==> src/rtl/aes_dom_inverse_seq.sv <==
// Sequencer and randomness distributor for the 3-share DOM GF(2^8) inverter.
// Tracks slot occupancy, pulses stage enables and delays each randomness slice to its stage.
module aes_dom_inverse_seq #(
    parameter int unsigned RndWidth = 102
) (
    input  logic                clk_i,
    input  logic                rst_i,
    input  logic                clear_i,
    input  logic                in_valid_i,
    output logic                in_ready_o,
    input  logic                rnd_valid_i,
    input  logic [RndWidth-1:0] rnd_i,
    output logic                rnd_ready_o,
    output logic [3:0]          we_o,
    output logic [23:0]         prd_stage1_o,
    output logic [17:0]         prd_stage2_o,
    output logic [9:0]          prd_stage3a_o,
    output logic [9:0]          prd_stage3b_o,
    output logic [19:0]         prd_stage4a_o,
    output logic [19:0]         prd_stage4b_o,
    output logic                out_valid_o,
    input  logic                out_ready_i,
    output logic                busy_o
);

    localparam int unsigned NumStages = 4;
    localparam int unsigned Prd1W     = 24;
    localparam int unsigned Prd2W     = 18;
    localparam int unsigned Prd3W     = 10;
    localparam int unsigned Prd4W     = 20;
    localparam int unsigned S2Lsb     = Prd1W;
    localparam int unsigned S3Lsb     = S2Lsb + Prd2W;
    localparam int unsigned S4Lsb     = S3Lsb + 2 * Prd3W;

    logic [NumStages-1:0]      v_q, v_d;
    logic [Prd2W-1:0]          d2_q, d2_d;
    logic [1:0][2*Prd3W-1:0]   d3_q, d3_d;
    logic [2:0][2*Prd4W-1:0]   d4_q, d4_d;

    logic kill;
    logic stall;
    logic adv;
    logic accept;

    // Reset behaves like a flush for the handshake and enable gating.
    assign kill   = clear_i | rst_i;
    assign stall  = v_q[NumStages-1] & ~out_ready_i;
    assign adv    = ~stall & ~kill;
    assign accept = in_valid_i & rnd_valid_i & adv;

    assign in_ready_o  = rnd_valid_i & adv;
    assign rnd_ready_o = in_valid_i & adv;
    assign we_o        = {v_q[2:0] & {3{adv}}, accept};
    assign out_valid_o = v_q[NumStages-1];
    assign busy_o      = |v_q;

    // Each slice is only driven on its stage's enable cycle so bubbles never toggle the inverter.
    assign prd_stage1_o  = accept  ? rnd_i[Prd1W-1:0]  : '0;
    assign prd_stage2_o  = we_o[1] ? d2_q              : '0;
    assign prd_stage3a_o = we_o[2] ? d3_q[1][Prd3W-1:0]       : '0;
    assign prd_stage3b_o = we_o[2] ? d3_q[1][2*Prd3W-1:Prd3W] : '0;
    assign prd_stage4a_o = we_o[3] ? d4_q[2][Prd4W-1:0]       : '0;
    assign prd_stage4b_o = we_o[3] ? d4_q[2][2*Prd4W-1:Prd4W] : '0;

    // Next occupancy and delay-line contents; bubbles load zeros, stalls hold.
    always_comb begin
        v_d  = v_q;
        d2_d = d2_q;
        d3_d = d3_q;
        d4_d = d4_q;
        if (clear_i) begin
            v_d  = '0;
            d2_d = '0;
            d3_d = '0;
            d4_d = '0;
        end else if (!stall) begin
            v_d  = {v_q[NumStages-2:0], accept};
            d2_d = accept ? rnd_i[S3Lsb-1:S2Lsb] : '0;
            d3_d = {d3_q[0], (accept ? rnd_i[S4Lsb-1:S3Lsb] : (2*Prd3W)'(0))};
            d4_d = {d4_q[1:0], (accept ? rnd_i[RndWidth-1:S4Lsb] : (2*Prd4W)'(0))};
        end
    end

    always_ff @(posedge clk_i) begin
        if (rst_i) begin
            v_q  <= '0;
            d2_q <= '0;
            d3_q <= '0;
            d4_q <= '0;
        end else begin
            v_q  <= v_d;
            d2_q <= d2_d;
            d3_q <= d3_d;
            d4_q <= d4_d;
        end
    end

endmodule
==> config.mk <==
export PLATFORM = sky130hd
export DESIGN_NAME = aes_dom_inverse_seq
export DESIGN_NICKNAME = d
export VERILOG_FILES = /design/src/rtl/aes_dom_inverse_seq.sv
export SDC_FILE = /design/constraint.sdc
export NUM_CORES = 1
export LEC_CHECK = 0
export ABC_AREA = 1
export CAP_MARGIN = 30
export CORE_MARGIN = 4
export CORE_UTILIZATION = 30
export CTS_CLUSTER_DIAMETER = 50
export CTS_CLUSTER_SIZE = 16
export DETAILED_ROUTE_END_ITERATION = 12
export GPL_TIMING_DRIVEN = 0
export PLACE_DENSITY = 0.64
export SLEW_MARGIN = 20
export SYNTH_ARGS = -nofsm -noshare
export SYNTH_HDL_FRONTEND = slang
export SYNTH_SLANG_ARGS = --single-unit
==> constraint.sdc <==
create_clock -name clk_i -period 3.24 [get_ports clk_i]
set_clock_uncertainty 0.15 [all_clocks]
set_input_delay 0.648 -clock clk_i [delete_from_list [all_inputs] [get_ports clk_i]]
set_output_delay 0.648 -clock clk_i [all_outputs]
set_load 0.1 [all_outputs]
==> flow_summary.json <==
{
  "fmax_mhz": 319,
  "dr_wl_met3_um": 1060,
  "coreArea_sq_um": 23400,
  "ir_drop_mv": 0.289,
  "cpLargestDelayFamily": "buffers and inverters",
  "syn_nets": 1129,
  "fin_crit_ns": 3.14,
  "syn_to_final_growth_pct": 42.8,
  "whs_ns": 0.285,
  "status": "complete, no violations",
  "met1_length_um": 9670,
  "grt_pass1_vias": 6447,
  "clockBufferDepth": 2,
  "cp.arrival_ns": 2.34,
  "min_delay_path_depth": 2,
  "met2_length_um": 9540,
  "numCtsBuffers": 17,
  "finalNetCount": 1365,
  "cp_num_cells": 7,
  "grt_overflow_total": 0,
  "htree_levels": 4,
  "synth_top_area_cell": "dfxtp_1",
  "max_slew_margin_pct": 31.0,
  "clk_latency_ns": 0.42,
  "dr.pass1.iters": 4,
  "crit_buf_inv": 3,
  "grt_pass1_wl_um": 33500,
  "wl_per_cell_um": 13.0,
  "drt_iter0_drc": 295,
  "endpoint_kind": "primary output",
  "pwr_density_cell_nw_per_um2": 464,
  "viasPerCell": 4.19,
  "synth_common_cells": "467 x nand2_1, 182 x dfxtp_1, 111 x inv_1",
  "yosysMostFrequentCell": "nand2_1",
  "grt_max_degree": 17,
  "clockRootBuffer": "clkbuf_16",
  "drc_errors": 0,
  "globalplace.congestion": 0.805,
  "synth_area_leaders": "dfxtp_1 51%, nand2_1 25%, nand4_1 6.9%, inv_1 5.9%, nor2_1 5.8%",
  "setup_viol": 0,
  "synth-main-ff-cell": "dfxtp_1",
  "drive_above_1_share_pct": 17.1,
  "synth-edff-count": 0,
  "path_cells": "clkdlybuf4s50_1, inv_1, nand2_2, nor2_4, nand2_1, nor2_1, clkdlybuf4s18_2",
  "grt_use_total_pct": 15.8,
  "cts.clk_slew.worst_paths_ns": 0.07,
  "nFillCells": 2531,
  "synth.avg_cell_area_sq_um": 6.96,
  "p_leak_uw": 0.00480,
  "final_core_util_pct": 43.4,
  "clock_sinks": 182,
  "syn_inst": 1021,
  "async_reset_ff_share_pct": 0,
  "rr_worst_depth": 6,
  "die_y_um": 162,
  "diodes": 0,
  "synth.top_cell.area_share_pct": 51.3,
  "hold_viol_final": 0,
  "io_pins": 218,
  "period_share_pct": 96.9,
  "top_layer_used": "met4",
  "synth_seq_cells": 182,
  "synth_area_sq_um": 7110,
  "die_x_um": 162,
  "postCtsHoldBufs": 0,
  "ys_warn_count": 0,
  "ant_nets": 0,
  "tightest_slew_ns": 1.03,
  "cp_slowest_cell": "clkdlybuf4s18_2",
  "ys_types": 15,
  "drv_cap": 0,
  "crit_required_ns": 2.44,
  "dp_hpwl_um": 15200,
  "ys_seq_area_share_pct": 51.3,
  "vias": 6653,
  "critPathMaxStageDelay_ns": 0.56,
  "critPathKind": "input pin to primary output",
  "rsz0062_at_grt": "no",
  "port_buffers": 217,
  "drt-total-wl_um": 20600,
  "start_util_pct": 30.4,
  "min-delay-path-class": "flop to flop",
  "finalMaxSlewViolations": 0,
  "antenna_found_initial": 0,
  "crit_fanout": 6,
  "row_count": 56,
  "die_area_sq_um": 26200,
  "cp-start-kind": "input pin",
  "cts_tree": "yes"
}
[cell families (layout without fill, tap and decap cells)]
kind of cell | Yosys count | after routing | synth area share (%)
buffers and inverters | 179 | 428 | 10.9
AND/OR/NAND/NOR | 660 | 660 | 37.8
flip-flops | 182 | 182 | 51.3
[final cells by class]
type / instances / area (sq um) / share of cell area, %
Timing Repair Buffer: 217 / 1960 / 19.4
Clock buffer: 20 / 467 / 4.60
Tap cell: 319 / 399 / 3.93
Clock inverter: 12 / 141 / 1.39
Buffer: 65 / 348 / 3.43
Multi-Input combinational cell: 660 / 2760 / 27.2
Sequential cell: 182 / 3640 / 35.9
Inverter: 114 / 428 / 4.22
[worst min-delay path, stage by stage, from the launching register on]
cell and delay (ns):
dfxtp_1 0.31, nand2_1 0.06, nand2_1 0.04
[cell usage in the layout, fill, tap and decap left out, types with 5 or more instances in the layout]
| master | n |
|---|---|
| nor2_1 | 86 |
| nand4_1 | 78 |
| nor2_2 | 24 |
| buf_6 | 14 |
| clkdlybuf4s50_1 | 109 |
| nand2_1 | 465 |
| buf_1 | 5 |
| clkbuf_16 | 17 |
| dfxtp_1 | 182 |
| buf_4 | 102 |
| buf_2 | 30 |
| clkbuf_1 | 15 |
| inv_1 | 111 |
[flip-flops by register name, indices dropped and copies added (netlist names)]
name and flops:
d2_q 18, d3_q 40, d4_q 120, v_q 4
[where the power goes]
part / internal (uW) / total, uW / switching, uW
clock network: 1210 / 2130 / 913
registers: 2260 / 2270 / 10.9
logic: 153 / 316 / 162
total: 3630 / 4710 / 1090
[per-layer routing]
metal  vias up  global-route usage (%)
li1       3553                       -
met1      2949                    20.7
met2       127                    25.9
met3        24                    3.86
met4         0                    4.61
met5         -                       0
[through the flow]
step | power (uW) | TNS [ns] | setup slack [ns] | instances | cell area, sq um
2_1_floorplan | 2460 | -11.20 | -0.158 | 1021 | 7170
3_3_place_gp | 2640 | -93.43 | -1.03 | 1557 | 9740
3_5_place_dp | 2640 | -95.97 | -1.07 | 1557 | 9740
4_1_cts | 4760 | 0 | 0.0000571 | 1589 | 10100
5_1_grt | 4880 | 0 | 0.00860 | 1589 | 10100
6_report | 4710 | 0 | 0.101 | 1589 | 10100
[repair_timing]
action	4_1_cts	5_1_grt
setup buffers	0	0
pin swaps	0	1
endpoints found under the setup margin	108	89
gates resized for setup	632	14
[path summary, 6_finish.rpt]
kind / from / endpoint / slack, ns
worst max-delay path: rst_i / prd_stage3b_o[9] / 0.10
worst min-delay path: d4_q[6] / d4_q[46] / 0.29
worst max register to register: v_q[3] / d3_q[31] / 1.48
worst min register to register: d4_q[6] / d4_q[46] / 0.29
(Power assumes the default switching activity.)
